--- config.mk ---
export PLATFORM = sky130hd
export DESIGN_NAME = smm_tile_sequencer
export DESIGN_NICKNAME = d
export VERILOG_FILES = /design/src/rtl/smm_pkg.sv /design/src/rtl/smm_tile_unpacker.sv /design/src/rtl/smm_tile_sequencer.sv
export SDC_FILE = /design/constraint.sdc
export NUM_CORES = 2
export LEC_CHECK = 0
export BUFFER_PORTS_ARGS = -buffer_cell sky130_fd_sc_hd__buf_2
export CORE_AREA = 2 2 627 629
export DETAILED_ROUTE_END_ITERATION = 8
export DIE_AREA = 0 0 629 631
export PLACE_DENSITY = 0.41
export SLEW_MARGIN = 20
export SYNTH_ARGS = -nofsm -noshare
export SYNTH_HDL_FRONTEND = slang
export SYNTH_SLANG_ARGS = --single-unit
--- constraint.sdc ---
create_clock -name clk -period 3.55 [get_ports clk]
set_input_delay 0.355 -clock clk [delete_from_list [all_inputs] [get_ports clk]]
set_output_delay 0.355 -clock clk [all_outputs]
set_load 0.02 [all_outputs]
--- src/rtl/smm_pkg.sv ---
// Shared types and constants for the SMM tile sequencer slice.
package smm_pkg;

    localparam int unsigned TILE_DIM   = 4;
    localparam int unsigned TILE_ELEMS = TILE_DIM * TILE_DIM;
    localparam int unsigned CNT_W      = 4;
    localparam int unsigned LAT_W      = 8;

    typedef enum logic [2:0] {
        LOAD_A,
        LOAD_B,
        FIRE,
        WAIT,
        DRAIN
    } state_t;

    // Bit offset of a row-major lane inside a packed tile bus.
    function automatic int unsigned lane_offset(input logic [CNT_W-1:0] lane,
                                                input int unsigned dw);
        return 32'(lane) * dw;
    endfunction

endpackage

--- src/rtl/smm_tile_unpacker.sv ---
// Result buffer for one 4x4 tile, streamed out row-major with valid/ready.
module smm_tile_unpacker
    import smm_pkg::*;
#(
    parameter int unsigned DATAWIDTH = 32,
    parameter int unsigned BUSWIDTH  = DATAWIDTH * 16
) (
    input  logic                 clk,
    input  logic                 rst,
    input  logic                 capture,
    input  logic [BUSWIDTH-1:0]  c_in,
    output logic                 out_valid,
    input  logic                 out_ready,
    output logic [DATAWIDTH-1:0] out_data,
    output logic                 out_last,
    output logic                 done_c
);

    localparam logic [CNT_W-1:0] LAST_LANE = CNT_W'(TILE_ELEMS - 1);

    logic [BUSWIDTH-1:0] res_q;
    logic [CNT_W-1:0]    rd_cnt_q;
    logic                valid_q;

    assign done_c    = valid_q && out_ready && (rd_cnt_q == LAST_LANE);
    assign out_valid = valid_q;
    assign out_data  = valid_q ? res_q[lane_offset(rd_cnt_q, DATAWIDTH) +: DATAWIDTH]
                               : '0;
    assign out_last  = valid_q && (rd_cnt_q == LAST_LANE);

    // Counter rolls 15 -> 0 on the final transfer, ready for the next tile.
    always_ff @(posedge clk) begin
        if (rst) begin
            res_q    <= '0;
            rd_cnt_q <= '0;
            valid_q  <= 1'b0;
        end else if (capture) begin
            res_q    <= c_in;
            rd_cnt_q <= '0;
            valid_q  <= 1'b1;
        end else if (valid_q && out_ready) begin
            rd_cnt_q <= rd_cnt_q + CNT_W'(1);
            if (rd_cnt_q == LAST_LANE) begin
                valid_q <= 1'b0;
            end
        end
    end

endmodule

--- src/rtl/smm_tile_sequencer.sv ---
// Packs A/B element streams for the 4x4 tile multiplier, fires it and drains C.
// Optional macro SMM_TILE_SEQUENCER_PERF_EN adds the job_cycles counter output.
module smm_tile_sequencer
    import smm_pkg::*;
#(
    parameter int unsigned DATAWIDTH      = 32,
    parameter int unsigned BUSWIDTH       = DATAWIDTH * 16,
    parameter int unsigned RESULT_LATENCY = 6
) (
    input  logic                 clk,
    input  logic                 rst,
    input  logic                 in_valid,
    output logic                 in_ready,
    input  logic [DATAWIDTH-1:0] in_data,
    input  logic                 sel_mode,
    output logic [BUSWIDTH-1:0]  a_bus,
    output logic [BUSWIDTH-1:0]  b_bus,
    output logic                 load,
    output logic                 sel,
    input  logic [BUSWIDTH-1:0]  c_in,
    output logic                 out_valid,
    input  logic                 out_ready,
    output logic [DATAWIDTH-1:0] out_data,
    output logic                 out_last,
    output logic                 busy
`ifdef SMM_TILE_SEQUENCER_PERF_EN
    ,
    output logic [15:0]          job_cycles
`endif
);

    localparam logic [CNT_W-1:0] LAST_LANE = CNT_W'(TILE_ELEMS - 1);
    localparam logic [LAT_W-1:0] LAT_INIT  = LAT_W'(RESULT_LATENCY - 1);

    state_t           state_q, state_d;
    logic [CNT_W-1:0] cnt_q, cnt_d;
    logic [LAT_W-1:0] lat_q, lat_d;
    logic             a_we, b_we, first_xfer, capture, drain_done_c;

    assign in_ready = (state_q == LOAD_A) || (state_q == LOAD_B);

    always_ff @(posedge clk) begin
        if (rst) begin
            state_q <= LOAD_A;
            cnt_q   <= '0;
            lat_q   <= '0;
            load    <= 1'b0;
            busy    <= 1'b0;
        end else begin
            state_q <= state_d;
            cnt_q   <= cnt_d;
            lat_q   <= lat_d;
            load    <= (state_d == FIRE);
            busy    <= !((state_d == LOAD_A) && (cnt_d == '0));
        end
    end

    always_comb begin
        state_d    = state_q;
        cnt_d      = cnt_q;
        lat_d      = lat_q;
        a_we       = 1'b0;
        b_we       = 1'b0;
        first_xfer = 1'b0;
        capture    = 1'b0;
        unique case (state_q)
            LOAD_A: begin
                if (in_valid) begin
                    a_we       = 1'b1;
                    first_xfer = (cnt_q == '0);
                    cnt_d      = cnt_q + CNT_W'(1);
                    if (cnt_q == LAST_LANE) begin
                        state_d = LOAD_B;
                    end
                end
            end
            LOAD_B: begin
                if (in_valid) begin
                    b_we  = 1'b1;
                    cnt_d = cnt_q + CNT_W'(1);
                    if (cnt_q == LAST_LANE) begin
                        state_d = FIRE;
                    end
                end
            end
            FIRE: begin
                lat_d   = LAT_INIT;
                state_d = WAIT;
            end
            WAIT: begin
                if (lat_q == '0) begin
                    capture = 1'b1;
                    cnt_d   = '0;
                    state_d = DRAIN;
                end else begin
                    lat_d = lat_q - LAT_W'(1);
                end
            end
            DRAIN: begin
                if (drain_done_c) begin
                    cnt_d   = '0;
                    state_d = LOAD_A;
                end
            end
            default: begin
                cnt_d   = '0;
                state_d = LOAD_A;
            end
        endcase
    end

    // Operand buses and mode persist past FIRE: the multiplier reads them after load.
    always_ff @(posedge clk) begin
        if (rst) begin
            a_bus <= '0;
            b_bus <= '0;
            sel   <= 1'b0;
        end else begin
            if (a_we) begin
                a_bus[lane_offset(cnt_q, DATAWIDTH) +: DATAWIDTH] <= in_data;
            end
            if (b_we) begin
                b_bus[lane_offset(cnt_q, DATAWIDTH) +: DATAWIDTH] <= in_data;
            end
            if (first_xfer) begin
                sel <= sel_mode;
            end
        end
    end

    smm_tile_unpacker #(
        .DATAWIDTH (DATAWIDTH),
        .BUSWIDTH  (BUSWIDTH)
    ) u_unpacker (
        .clk       (clk),
        .rst       (rst),
        .capture   (capture),
        .c_in      (c_in),
        .out_valid (out_valid),
        .out_ready (out_ready),
        .out_data  (out_data),
        .out_last  (out_last),
        .done_c    (drain_done_c)
    );

`ifdef SMM_TILE_SEQUENCER_PERF_EN
    logic [15:0] perf_q;

    // Counts inclusive cycles from the first A transfer to the last C transfer.
    always_ff @(posedge clk) begin
        if (rst) begin
            perf_q     <= '0;
            job_cycles <= '0;
        end else begin
            if (first_xfer) begin
                perf_q <= 16'd1;
            end else if (perf_q != 16'hFFFF) begin
                perf_q <= perf_q + 16'd1;
            end
            if (drain_done_c) begin
                job_cycles <= (perf_q == 16'hFFFF) ? 16'hFFFF : perf_q + 16'd1;
            end
        end
    end
`endif

endmodule

==> out/qor.yml <==
run_status: "finished with violations"
violations: "setup timing"
tightestPinTransition_ps: 1130
total_die_area_sq_mm: 0.397
worst_hold_path_depth: 3
final_nets: 9667
largest_net_degree_at_the_start_of_global_routing: 182
avgSynthCellArea_sq_um: 8.40
ys_seq_elements: 1559
initial_core_util: 0.154
die_width_microns: 629
vdd.ir_drop.worst_mv: 0.384
end_kind: "output port"
post_synth_fa_ha_maj_area_fraction: 0.00104
unrepaired_setup_endpoints_after_global_routing: "yes"
dpl_worst_slack_ps: 320
dr.pass1.iters: 6
grt_util_all_layers: 0.189
setup.reg_to_reg.worst_slack_ps: 490
synth_enable_flop_cells: 0
max_cap_violations: 0
layout_commonest_cell: "nand2_1"
netlist.area_leader.share: 0.517
worst_hold_path.endpoint: "b_bus[92]"
worst_ep_required_time_ps: 3190
ff2ff_path_depth: 8
io_buffer_count: 1610
layout.cells.most_common_list: "nand2_1 (2121), buf_2 (1582), dfxtp_1 (1554)"
cts_max_level: 4
post-route-cell-area_sq_mm: 0.0875
antenna_found_initial: 62
place_area_sq_mm: 0.0743
synth_flop_cell: "dfxtp_1"
synth_top_family_by_area: "simple AND/OR/NAND/NOR gates"
synth-compound-area-share: 0.116
synthDistinctLibCells: 49
detailed_place_hpwl_mm: 290
worst_ep_arrival_time_ps: 3420
cts_tree: "yes"
slew_headroom: 0.249
regToRegStartpoint: "cnt_q[1]"
cts.clk_slew.worst_paths_ps: 60
power.total_mw: 41.0
post_synth_mux_area_share: 0.0920
placed_cells: 13500
asyncSetResetFlopFracSynth: 0
row_count: 230
routed_via_density: 4.18
post-synth-top-area-cell: "dfxtp_1"
synthXorXnorAreaFrac: 0.00160
dr_total_vias: 60600
worstSkewPairLatency_ps: 900
clock-root-buffer: "clkbuf_16"
synthToLayoutAreaGrowth_pct: 45.0
layoutNonFillerInstCount: 14500
max-clock-path-buffers: 4
first_global_vias: 57800
congestion_overflow_gr: 0
power.density_cell_area_mw_per_mm2: 468
detail_route.iter0.violations: 4784
setup_viol_count_final: 32
hold_class: "in2reg"
synthCells: 7188
power_leakage_nw: 34.6
yosysWarnings: 0
fp.dieH_microns: 631
post-route-drc-count: 0
worstReg2RegEnd: "a_bus[3]"
postRouteWirelength_mm: 395
cts_inserted_buffers: 195
io_pins: 1611
netlist_area_before_placement_sq_mm: 0.0604
grt_pass1_wl_mm: 520
post-route-min-period_ps: 3770
fin_ws_ps: -223
synth_area_leaders: "dfxtp_1 (52%), nand2_1 (13%), a21oi_1 (11%)"
skew_ps: 82.9
path_max_fanout: 7
finalMaxSlewViolations: 0
criticalPathCategory: "reg2out"
critical_path.startpoint_type: "flop"
fin_hold_ws_ps: 106
syn-num-nets: 7742
post_route_cells_drive_above_1_share: 0.262
place.gp.congestion: 0.843
min_period_over_period: 1.06
synth_simple_gate_area_share: 0.222
achievable-frequency_mhz: 265
drt.antenna.violating_nets: 0
routedWlPerCell_microns: 27.2
hold_start: "in_data[28]"
placeableCoreArea_sq_mm: 0.391
clkSinkCount: 1559
yosysSeqAreaShare: 0.517
finalHoldViolCount: 0
[state kept, by name (all words and copies together) (netlist names), 3 cells and up]
name,cells
u_unpacker.rd_cnt_q,4
a_bus,512
u_unpacker.res_q,512
b_bus,512
cnt_q,4
lat_q,8
state_q,3
[cell type report]
class                   instances  area [sq um]
inverters                      10          37.5
flip-flops and latches       1559         31200
multi-input cells            4927         26400
repair buffers               2420         16600
clock inverters                64          1000
clock buffers                 283          5640
well taps                    5220          6530
diodes                         18          45.0
fillers                     43700        303000
[power by group]
group / internal [mW] / switching [mW]
sequential: 17.5 / 0.0147
combinational: 0.792 / 1.56
clock: 12.4 / 8.70
[worst max-delay path, cell delays in order, from the launching register on]
cell and delay (ps):
dfxtp_4 420, buf_12 160, buf_16 160, buf_16 170, mux4_2 660, mux4_2 610, and2_4 210, buf_6 130
[routing by layer]
layer,wire length (microns),global-route usage
met3,20100,0.0292
met2,207000,0.352
met4,18500,0.0794
met1,150000,0.213
met5,80,0
[through the flow]
stage          utilization  TNS (ps)
6_report             0.224     -4240
5_1_grt              0.224     -7810
4_1_cts              0.223     -9930
3_5_place_dp         0.190         0
3_3_place_gp         0.190         0
2_1_floorplan            -         0
[timing repair]
action / 4_1_cts / 5_1_grt
hold buffers: 538 / 0
setup endpoints to repair: 33 / 32
pin swaps: 5 / 0
resized for setup: 95 / 37
setup buffers: 28 / 14
hold endpoints to repair: 581 / 0
cloned: 11 / 2
[worst max-delay path by stage]
stage | start | to | slack (ps) | cells past startpoint
2_1_floorplan | u_unpacker.rd_cnt_q[0] | out_data[19] | 990 | 5
3_3_place_gp | u_unpacker.rd_cnt_q[1] | out_data[22] | 330 | 5
3_5_place_dp | u_unpacker.rd_cnt_q[1] | out_data[22] | 320 | 5
4_1_cts | u_unpacker.rd_cnt_q[0] | out_data[13] | -390 | 7
5_1_grt | u_unpacker.rd_cnt_q[0] | out_data[26] | -320 | 8
6_report | u_unpacker.rd_cnt_q[0] | out_data[24] | -220 | 7
[synthesized netlist by cell type (all sizes together) (2+ instances only)]
master,instances
nor4,6
o21ai,19
nor2,222
or2,3
and3,75
nor3b,3
a2111oi,2
nor3,13
nand2b,4
xor2,7
inv,10
nand2,2127
xnor2,4
ha,5
clkbuf,477
a21oi,1344
a22oi,2
buf,215
and2,114
a31oi,2
nand3,526
mux4,160
nand3b,14
a211oi,4
nand4,62
dfxtp,1559
mux2i,195
[cells by family after synthesis]
kind of cell / after synthesis
buf+inv: 702
xor+xnor: 11
flops: 1559
fa+ha+maj: 5
compound gates: 1382
mux: 355
simple gates: 3174
(Power assumes the default switching activity.)
